--- config.mk ---
export PLATFORM = sky130hd
export DESIGN_NAME = mad_seq_ctrl_flat
export DESIGN_NICKNAME = d
export VERILOG_FILES = /design/src/rtl/mad_seq_ctrl_if.sv /design/src/rtl/mad_seq_ctrl.sv /design/src/flat_wrapper.sv
export SDC_FILE = /design/constraint.sdc
export NUM_CORES = 1
export LEC_CHECK = 0
export CAP_MARGIN = 20
export CORE_ASPECT_RATIO = 1.25
export CORE_MARGIN = 2
export CORE_UTILIZATION = 39
export DETAILED_ROUTE_END_ITERATION = 10
export PLACE_DENSITY = 0.9
export SYNTH_ARGS = -nofsm -noshare
export SYNTH_HDL_FRONTEND = slang
export SYNTH_SLANG_ARGS = --single-unit
--- constraint.sdc ---
create_clock -name clk_i -period 2.35 [get_ports clk_i]
set_input_delay 0.235 -clock clk_i [delete_from_list [all_inputs] [get_ports clk_i]]
set_output_delay 0.235 -clock clk_i [all_outputs]
set_load 0.01 [all_outputs]
--- src/rtl/mad_seq_ctrl_if.sv ---
// Handshake bundle between issue logic, mad_seq_ctrl and one mad instance.
// slave = sequencer side, master = issue/mad side.
interface mad_seq_ctrl_if #(
  parameter int LEN_W = 8
);
  logic             cmd_valid_i;
  logic             cmd_ready_o;
  logic [LEN_W-1:0] cmd_len_i;
  logic [31:0]      cmd_acc_init_i;
  logic             opnd_valid_i;
  logic             opnd_ready_o;
  logic [31:0]      opnd_a_i;
  logic [31:0]      opnd_b_i;
  logic             mad_valid_o;
  logic [31:0]      mad_operand_a_o;
  logic [31:0]      mad_operand_b_o;
  logic             mad_result_valid_i;
  logic [31:0]      mad_result_i;
  logic             res_valid_o;
  logic             res_ready_i;
  logic [31:0]      res_data_o;
  logic             res_sat_o;
  logic             busy_o;

  modport slave (
    input  cmd_valid_i, cmd_len_i, cmd_acc_init_i,
    input  opnd_valid_i, opnd_a_i, opnd_b_i,
    input  mad_result_valid_i, mad_result_i,
    input  res_ready_i,
    output cmd_ready_o, opnd_ready_o,
    output mad_valid_o, mad_operand_a_o, mad_operand_b_o,
    output res_valid_o, res_data_o, res_sat_o, busy_o
  );

  modport master (
    output cmd_valid_i, cmd_len_i, cmd_acc_init_i,
    output opnd_valid_i, opnd_a_i, opnd_b_i,
    output mad_result_valid_i, mad_result_i,
    output res_ready_i,
    input  cmd_ready_o, opnd_ready_o,
    input  mad_valid_o, mad_operand_a_o, mad_operand_b_o,
    input  res_valid_o, res_data_o, res_sat_o, busy_o
  );
endinterface

--- src/rtl/mad_seq_ctrl.sv ---
// Sequencer feeding one mad unit and accumulating its partial sums.
// Define MAD_SEQ_SAT_EN for a signed-saturating accumulator with sticky flag.
module mad_seq_ctrl #(
  parameter int LEN_W       = 8,
  parameter int MAD_LATENCY = 2
) (
  input logic           clk_i,
  input logic           rst_ni,
  mad_seq_ctrl_if.slave bus
);

  if (MAD_LATENCY < 1) begin : g_bad_latency
    $error("mad_seq_ctrl: MAD_LATENCY must be >= 1");
  end

  typedef enum logic [1:0] {
    IDLE,
    ISSUE,
    DRAIN,
    DONE
  } state_t;

  state_t           state;
  logic [LEN_W-1:0] len;
  logic [LEN_W-1:0] issued;
  logic [LEN_W-1:0] retired;
  logic [LEN_W-1:0] issued_nxt;
  logic [LEN_W-1:0] retired_nxt;
  logic [31:0]      acc;
  logic [31:0]      acc_add;
  logic             cmd_hs;
  logic             issue;
  logic             retire;

  assign cmd_hs      = (state == IDLE) & bus.cmd_valid_i;
  assign bus.opnd_ready_o = (state == ISSUE) & (issued < len);
  assign issue       = bus.opnd_valid_i & bus.opnd_ready_o;
  assign retire      = bus.mad_result_valid_i
                     & ((state == ISSUE) | (state == DRAIN));
  assign issued_nxt  = issued + 1'b1;
  assign retired_nxt = retired + 1'b1;

`ifdef MAD_SEQ_SAT_EN
  logic [32:0] wide;
  logic        ovf;
  logic        sat;

  always_comb begin
    wide    = {acc[31], acc}
            + {bus.mad_result_i[31], bus.mad_result_i};
    ovf     = wide[32] ^ wide[31];
    acc_add = wide[31:0];
    if (ovf) acc_add = wide[32] ? 32'h8000_0000 : 32'h7fff_ffff;
  end

  always_ff @(posedge clk_i or negedge rst_ni) begin
    if (!rst_ni)            sat <= 1'b0;
    else if (cmd_hs)        sat <= 1'b0;
    else if (retire && ovf) sat <= 1'b1;
  end

  assign bus.res_sat_o = sat;
`else
  assign acc_add       = acc + bus.mad_result_i;
  assign bus.res_sat_o = 1'b0;
`endif

  always_ff @(posedge clk_i or negedge rst_ni) begin
    if (!rst_ni) begin
      state   <= IDLE;
      len     <= '0;
      issued  <= '0;
      retired <= '0;
      acc     <= '0;
    end else begin
      unique case (state)
        IDLE: begin
          if (bus.cmd_valid_i) begin
            acc     <= bus.cmd_acc_init_i;
            len     <= bus.cmd_len_i;
            issued  <= '0;
            retired <= '0;
            state   <= (bus.cmd_len_i == '0) ? DONE : ISSUE;
          end
        end
        ISSUE: begin
          if (issue) begin
            issued <= issued_nxt;
            if (issued_nxt == len) state <= DRAIN;
          end
        end
        DRAIN: begin
          // Leave on the edge that retires the last partial sum
          if ((retire && retired_nxt == len) || retired == len)
            state <= DONE;
        end
        DONE: begin
          if (bus.res_ready_i) state <= IDLE;
        end
        default: state <= IDLE;
      endcase
      if (retire) begin
        acc     <= acc_add;
        retired <= retired_nxt;
      end
    end
  end

  assign bus.cmd_ready_o     = (state == IDLE);
  assign bus.mad_valid_o     = issue;
  assign bus.mad_operand_a_o = bus.opnd_a_i;
  assign bus.mad_operand_b_o = bus.opnd_b_i;
  assign bus.res_valid_o     = (state == DONE);
  assign bus.res_data_o      = acc;
  assign bus.busy_o          = (state != IDLE);

endmodule

--- src/flat_wrapper.sv ---
// flat-port wrapper written by rule: the top's interface ports become plain ports
module mad_seq_ctrl_flat 
#(
  parameter int LEN_W       = 8,
  parameter int MAD_LATENCY = 2
)
  (clk_i, rst_ni, bus_cmd_valid_i, bus_cmd_len_i, bus_cmd_acc_init_i, bus_opnd_valid_i, bus_opnd_a_i, bus_opnd_b_i, bus_mad_result_valid_i, bus_mad_result_i, bus_res_ready_i, bus_cmd_ready_o, bus_opnd_ready_o, bus_mad_valid_o, bus_mad_operand_a_o, bus_mad_operand_b_o, bus_res_valid_o, bus_res_data_o, bus_res_sat_o, bus_busy_o);
  mad_seq_ctrl_if #(.LEN_W(LEN_W)) bus_i ();
  input logic clk_i;
  input logic rst_ni;
  input wire logic [$bits(bus_i.cmd_valid_i)-1:0] bus_cmd_valid_i;
  input wire logic [$bits(bus_i.cmd_len_i)-1:0] bus_cmd_len_i;
  input wire logic [$bits(bus_i.cmd_acc_init_i)-1:0] bus_cmd_acc_init_i;
  input wire logic [$bits(bus_i.opnd_valid_i)-1:0] bus_opnd_valid_i;
  input wire logic [$bits(bus_i.opnd_a_i)-1:0] bus_opnd_a_i;
  input wire logic [$bits(bus_i.opnd_b_i)-1:0] bus_opnd_b_i;
  input wire logic [$bits(bus_i.mad_result_valid_i)-1:0] bus_mad_result_valid_i;
  input wire logic [$bits(bus_i.mad_result_i)-1:0] bus_mad_result_i;
  input wire logic [$bits(bus_i.res_ready_i)-1:0] bus_res_ready_i;
  output wire logic [$bits(bus_i.cmd_ready_o)-1:0] bus_cmd_ready_o;
  output wire logic [$bits(bus_i.opnd_ready_o)-1:0] bus_opnd_ready_o;
  output wire logic [$bits(bus_i.mad_valid_o)-1:0] bus_mad_valid_o;
  output wire logic [$bits(bus_i.mad_operand_a_o)-1:0] bus_mad_operand_a_o;
  output wire logic [$bits(bus_i.mad_operand_b_o)-1:0] bus_mad_operand_b_o;
  output wire logic [$bits(bus_i.res_valid_o)-1:0] bus_res_valid_o;
  output wire logic [$bits(bus_i.res_data_o)-1:0] bus_res_data_o;
  output wire logic [$bits(bus_i.res_sat_o)-1:0] bus_res_sat_o;
  output wire logic [$bits(bus_i.busy_o)-1:0] bus_busy_o;
  assign bus_i.cmd_valid_i = bus_cmd_valid_i;
  assign bus_i.cmd_len_i = bus_cmd_len_i;
  assign bus_i.cmd_acc_init_i = bus_cmd_acc_init_i;
  assign bus_i.opnd_valid_i = bus_opnd_valid_i;
  assign bus_i.opnd_a_i = bus_opnd_a_i;
  assign bus_i.opnd_b_i = bus_opnd_b_i;
  assign bus_i.mad_result_valid_i = bus_mad_result_valid_i;
  assign bus_i.mad_result_i = bus_mad_result_i;
  assign bus_i.res_ready_i = bus_res_ready_i;
  assign bus_cmd_ready_o = bus_i.cmd_ready_o;
  assign bus_opnd_ready_o = bus_i.opnd_ready_o;
  assign bus_mad_valid_o = bus_i.mad_valid_o;
  assign bus_mad_operand_a_o = bus_i.mad_operand_a_o;
  assign bus_mad_operand_b_o = bus_i.mad_operand_b_o;
  assign bus_res_valid_o = bus_i.res_valid_o;
  assign bus_res_data_o = bus_i.res_data_o;
  assign bus_res_sat_o = bus_i.res_sat_o;
  assign bus_busy_o = bus_i.busy_o;
  mad_seq_ctrl #(.LEN_W(LEN_W), .MAD_LATENCY(MAD_LATENCY)) u_core (.clk_i(clk_i), .rst_ni(rst_ni), .bus(bus_i));
endmodule
==> metrics.md <==
| Metric | Value |
|---|---|
| Critical Path RT | `2.54 ns` |
| Sum Neg Setup Slack | `-0.2561 ns` |
| Post-DP HPWL | `between 10 and 15 mm` |
| Startpoint Class | `flop` |
| Wire length per cell | `17.00 µm` |
| Routability Congestion | `0.9292` |
| Core Region | `0.01387 mm²` |
| Largest net degree at the start of global routing | `between 40 and 50` |
| Syn_nets | `roughly 860` |
| Fin cells | `987` |
| Row count | `48` |
| RSZ-0062 raised after global routing | `true` |
| Hold_sp | `bus_mad_result_i[0]` |
| Area leader, netlist | `dfrtp_1` |
| FF-to-FF setup slack | `-0.09 ns` |
| Cell Area, Synth | `0.005573 mm²` |
| Worst Path Buf+Inv | `0` |
| CP top delay family | `compound AO/OA/AOI/OAI gates` |
| Final min period | `2.443 ns` |
| Clock Path Buffers | `2` |
| CTS root buf | `clkbuf_16` |
| IO Count | `around 240` |
| Top cell type's share of synthesized area | `between 20% and 30%` |
| Worst path depth | `9` |
| Clock transition at path regs | `around 0.05 ns` |
| Pwr dens | `around 1400 mW/mm²` |
| Final Power | `just over 10 mW` |
| Synth area leaders | `dfrtp_1 26%, ha_1 10%, buf_4 8.8%, o21ai_0 5.7%, mux2i_1 4.8%` |
| CTS buffer count | `9` |
| Max Freq | `409.3 MHz` |
| Slew headroom | `between 50 and 60%` |
| Hold Crit Class | `input pin to flop` |
| Worst hold stages | `4` |
| Final hold vios | `0` |
| Final Cycle Share | `104.0%` |
| Placed cells | `approximately 960` |
| Htree depth | `3` |
| Nets@finish | `just under 1,000` |
| Max IR drop VDD | `roughly 0.72 mV` |
| Skew final | `roughly 0.009 ns` |
| End of the critical path | `u_core.bus.res_data_o[22]` |
| Failing checks | `negative setup slack` |
| Via Count | `~5,500` |
| Run status | `complete, but fails checks` |
| Synth Flop Type | `dfrtp_1` |
| Worst reg2reg path depth | `9` |
| Crit-path cells | `ha_2 > and3_1 > and4bb_2 > a21boi_2 > o32a_2 > a21oi_2 > o31ai_2 > xnor2_1 > o21ai_1` |
| Initial antenna violation count | `0` |
| Yosys cell types | `62` |
| First-pass GRT wire length | `26.47 mm` |
| Clock Sinks | `58` |
| FF-to-FF Start | `u_core.bus.res_data_o[8]` |
| Register area share after synthesis | `a little over a quarter` |
| Crit Path Max Fanout | `6` |
| Dpl cell area | `0.007027 mm²` |
| 1st-iter DRT viols | `roughly 330` |
| Slowest library cell on the worst path | `o32a_2` |
| Hold slack final | `0.4145 ns` |
| Final worst slack | `-0.09301 ns` |
| Worst Setup SP | `u_core.bus.res_data_o[8]` |
| Vias in the first global route | `5,555` |
| Critical Path AT | `between 2 and 3 ns` |
| Final Setup Violations | `4` |
| Layout Utilization | `55.00%` |
| Pins over their slew limit | `0` |
| Slowest cell delay on critical path | `approximately 0.4 ns` |
| Fin area | `0.007630 mm²` |
| Post-Place Worst Slack | `-0.4892 ns` |
| Sequential cell area | `0.001451 mm²` |
| Synth cell count leaders | `72 x nand2_1, 65 x buf_4, 64 x o21ai_0, 58 x dfrtp_1, 51 x a21oi_1` |
| Buffers added on ports | `roughly 110` |
| Max-cap viol count | `0` |
| Die footprint | `approximately 0.015 mm²` |
| Synthesized flop and latch total | `slightly below 60` |
| Syn avg cell area | `8.256 µm²` |
| Synth-to-layout area growth | `36.91%` |
| Final ANT Viol Nets | `0` |
| Number of antenna diodes | `0` |
| Congestion Overflow GR | `0` |
| Share of cells above drive strength 1 | `23.03%` |
| Filler Cell Count | `~1,200` |
| Setup CP Type | `flop to flop` |
| Leakage | `3.442 nW` |
| Initial core utilization | `40.17%` |
| Slew @ Worst Pin | `0.6349 ns` |
| RR Endpoint | `u_core.bus.res_data_o[22]` |
| CTS tree | `done` |
| Cell with the most instances after synthesis | `nand2_1` |
| Via density | `between 5 and 6` |
| DR DRC count | `0` |
| Chip Height | `137.7 µm` |
| Multi-input logic area | `0.003686 mm²` |
| Mapped Cells | `675` |
| Die Width | `110.9 µm` |
| Overall global routing resource usage | `a little over a fifth` |
| CP Capture Type | `flop` |
| Total wire length | `between 15 and 20 mm` |
| Asr flop ratio synth | `100.0%` |
| Syn. warnings | `0` |
| Clk Latency, worst-skew pair | `0.34 ns` |
| Drt first pass iters | `5` |
| Number of synthesized flops with an enable pin | `0` |
## layout by cell type, fill, tap and decap left out, types with 5 or more instances in the layout
cell	instances
a21oi_1	39
xnor2_1	27
xor2_1	20
o21a_1	6
nor3_1	6
mux2_2	14
a21oi_2	12
nand4_1	7
and3_1	9
ha_1	37
clkbuf_16	9
o21ai_0	54
dfrtp_1	58
nand3_1	16
nor2b_1	6
ha_4	7
o31ai_1	7
and2_1	5
nor2_1	34
buf_4	100
mux2i_1	27
inv_1	19
o21ai_1	9
a211oi_1	8
nand2_1	70
a31oi_1	6
a21o_1	8
clkdlybuf4s50_1	110
## how the worst min path moves through the flow
| stage | to | slack, ns |
|---|---|---|
| 4_1_cts | u_core.bus.res_data_o[0] | 0.37 |
| 6_report | u_core.bus.res_data_o[0] | 0.41 |
| 2_1_floorplan | u_core.bus.res_data_o[0] | -0.06 |
| 5_1_grt | u_core.bus.res_data_o[0] | 0.45 |
| 3_5_place_dp | u_core.len[1] | 0.29 |
| 3_3_place_gp | u_core.len[1] | 0.28 |
## timing repair
item                                    in CTS  in global routing
hold buffers                                 1                  0
endpoints found under the setup margin      12                 24
hold endpoints to repair                    25                  0
gates resized for setup                     29                 29
buffers inserted                             4                  5
pin swaps                                    5                 19
## cell type report
cell class	instances	area share, %
timing repair buffer	216	25.09
inverter	20	0.9839
tap	175	2.870
sequential	58	19.02
multi-input combinational	502	48.31
clock buffer	14	3.591
clock inverter	2	0.1312
## cell families after synthesis
family / synth area share [%]
adders and majority gates: 10.46
muxes: 7.948
xor gates and xnor gates: 7.387
DFF: 26.04
other: 0.06729
AOI/OAI and AO/OA: 19.47
buffers and inverters: 12.46
and+or+nand+nor: 16.16
## per-layer routing
metal / share of wire (%) / global-route usage (%) / up-vias
li1: - / - / 2593
met1: 38 / 23.93 / 2578
met2: 52 / 39.95 / 212
met3: 6.5 / 3.388 / 69
met4: 4.0 / 12.01 / 0
met5: 0 / 0 / -
## where the power goes
part           switching [mW]  internal, mW
clock network           0.477         0.797
registers               0.374          1.43
logic                    3.58          3.65
total                    4.43          5.88
## flip-flops by register name (all words and copies together) (netlist names)
name                   cells
u_core.retired             8
u_core.state               2
u_core.bus.res_data_o     32
u_core.len                 8
u_core.issued              8
## tightest hold or removal path: cells and delay by family
kind / cells / cell delay (ns)
AO/OA/AOI/OAI: 1 / 0.06
adder cells (fa/ha/maj): 1 / 0.14
buffers and inverters: 1 / 0.25
AND/OR/NAND/NOR: 1 / 0.03
No activity file was read; power rests on OpenSTA's default activity.
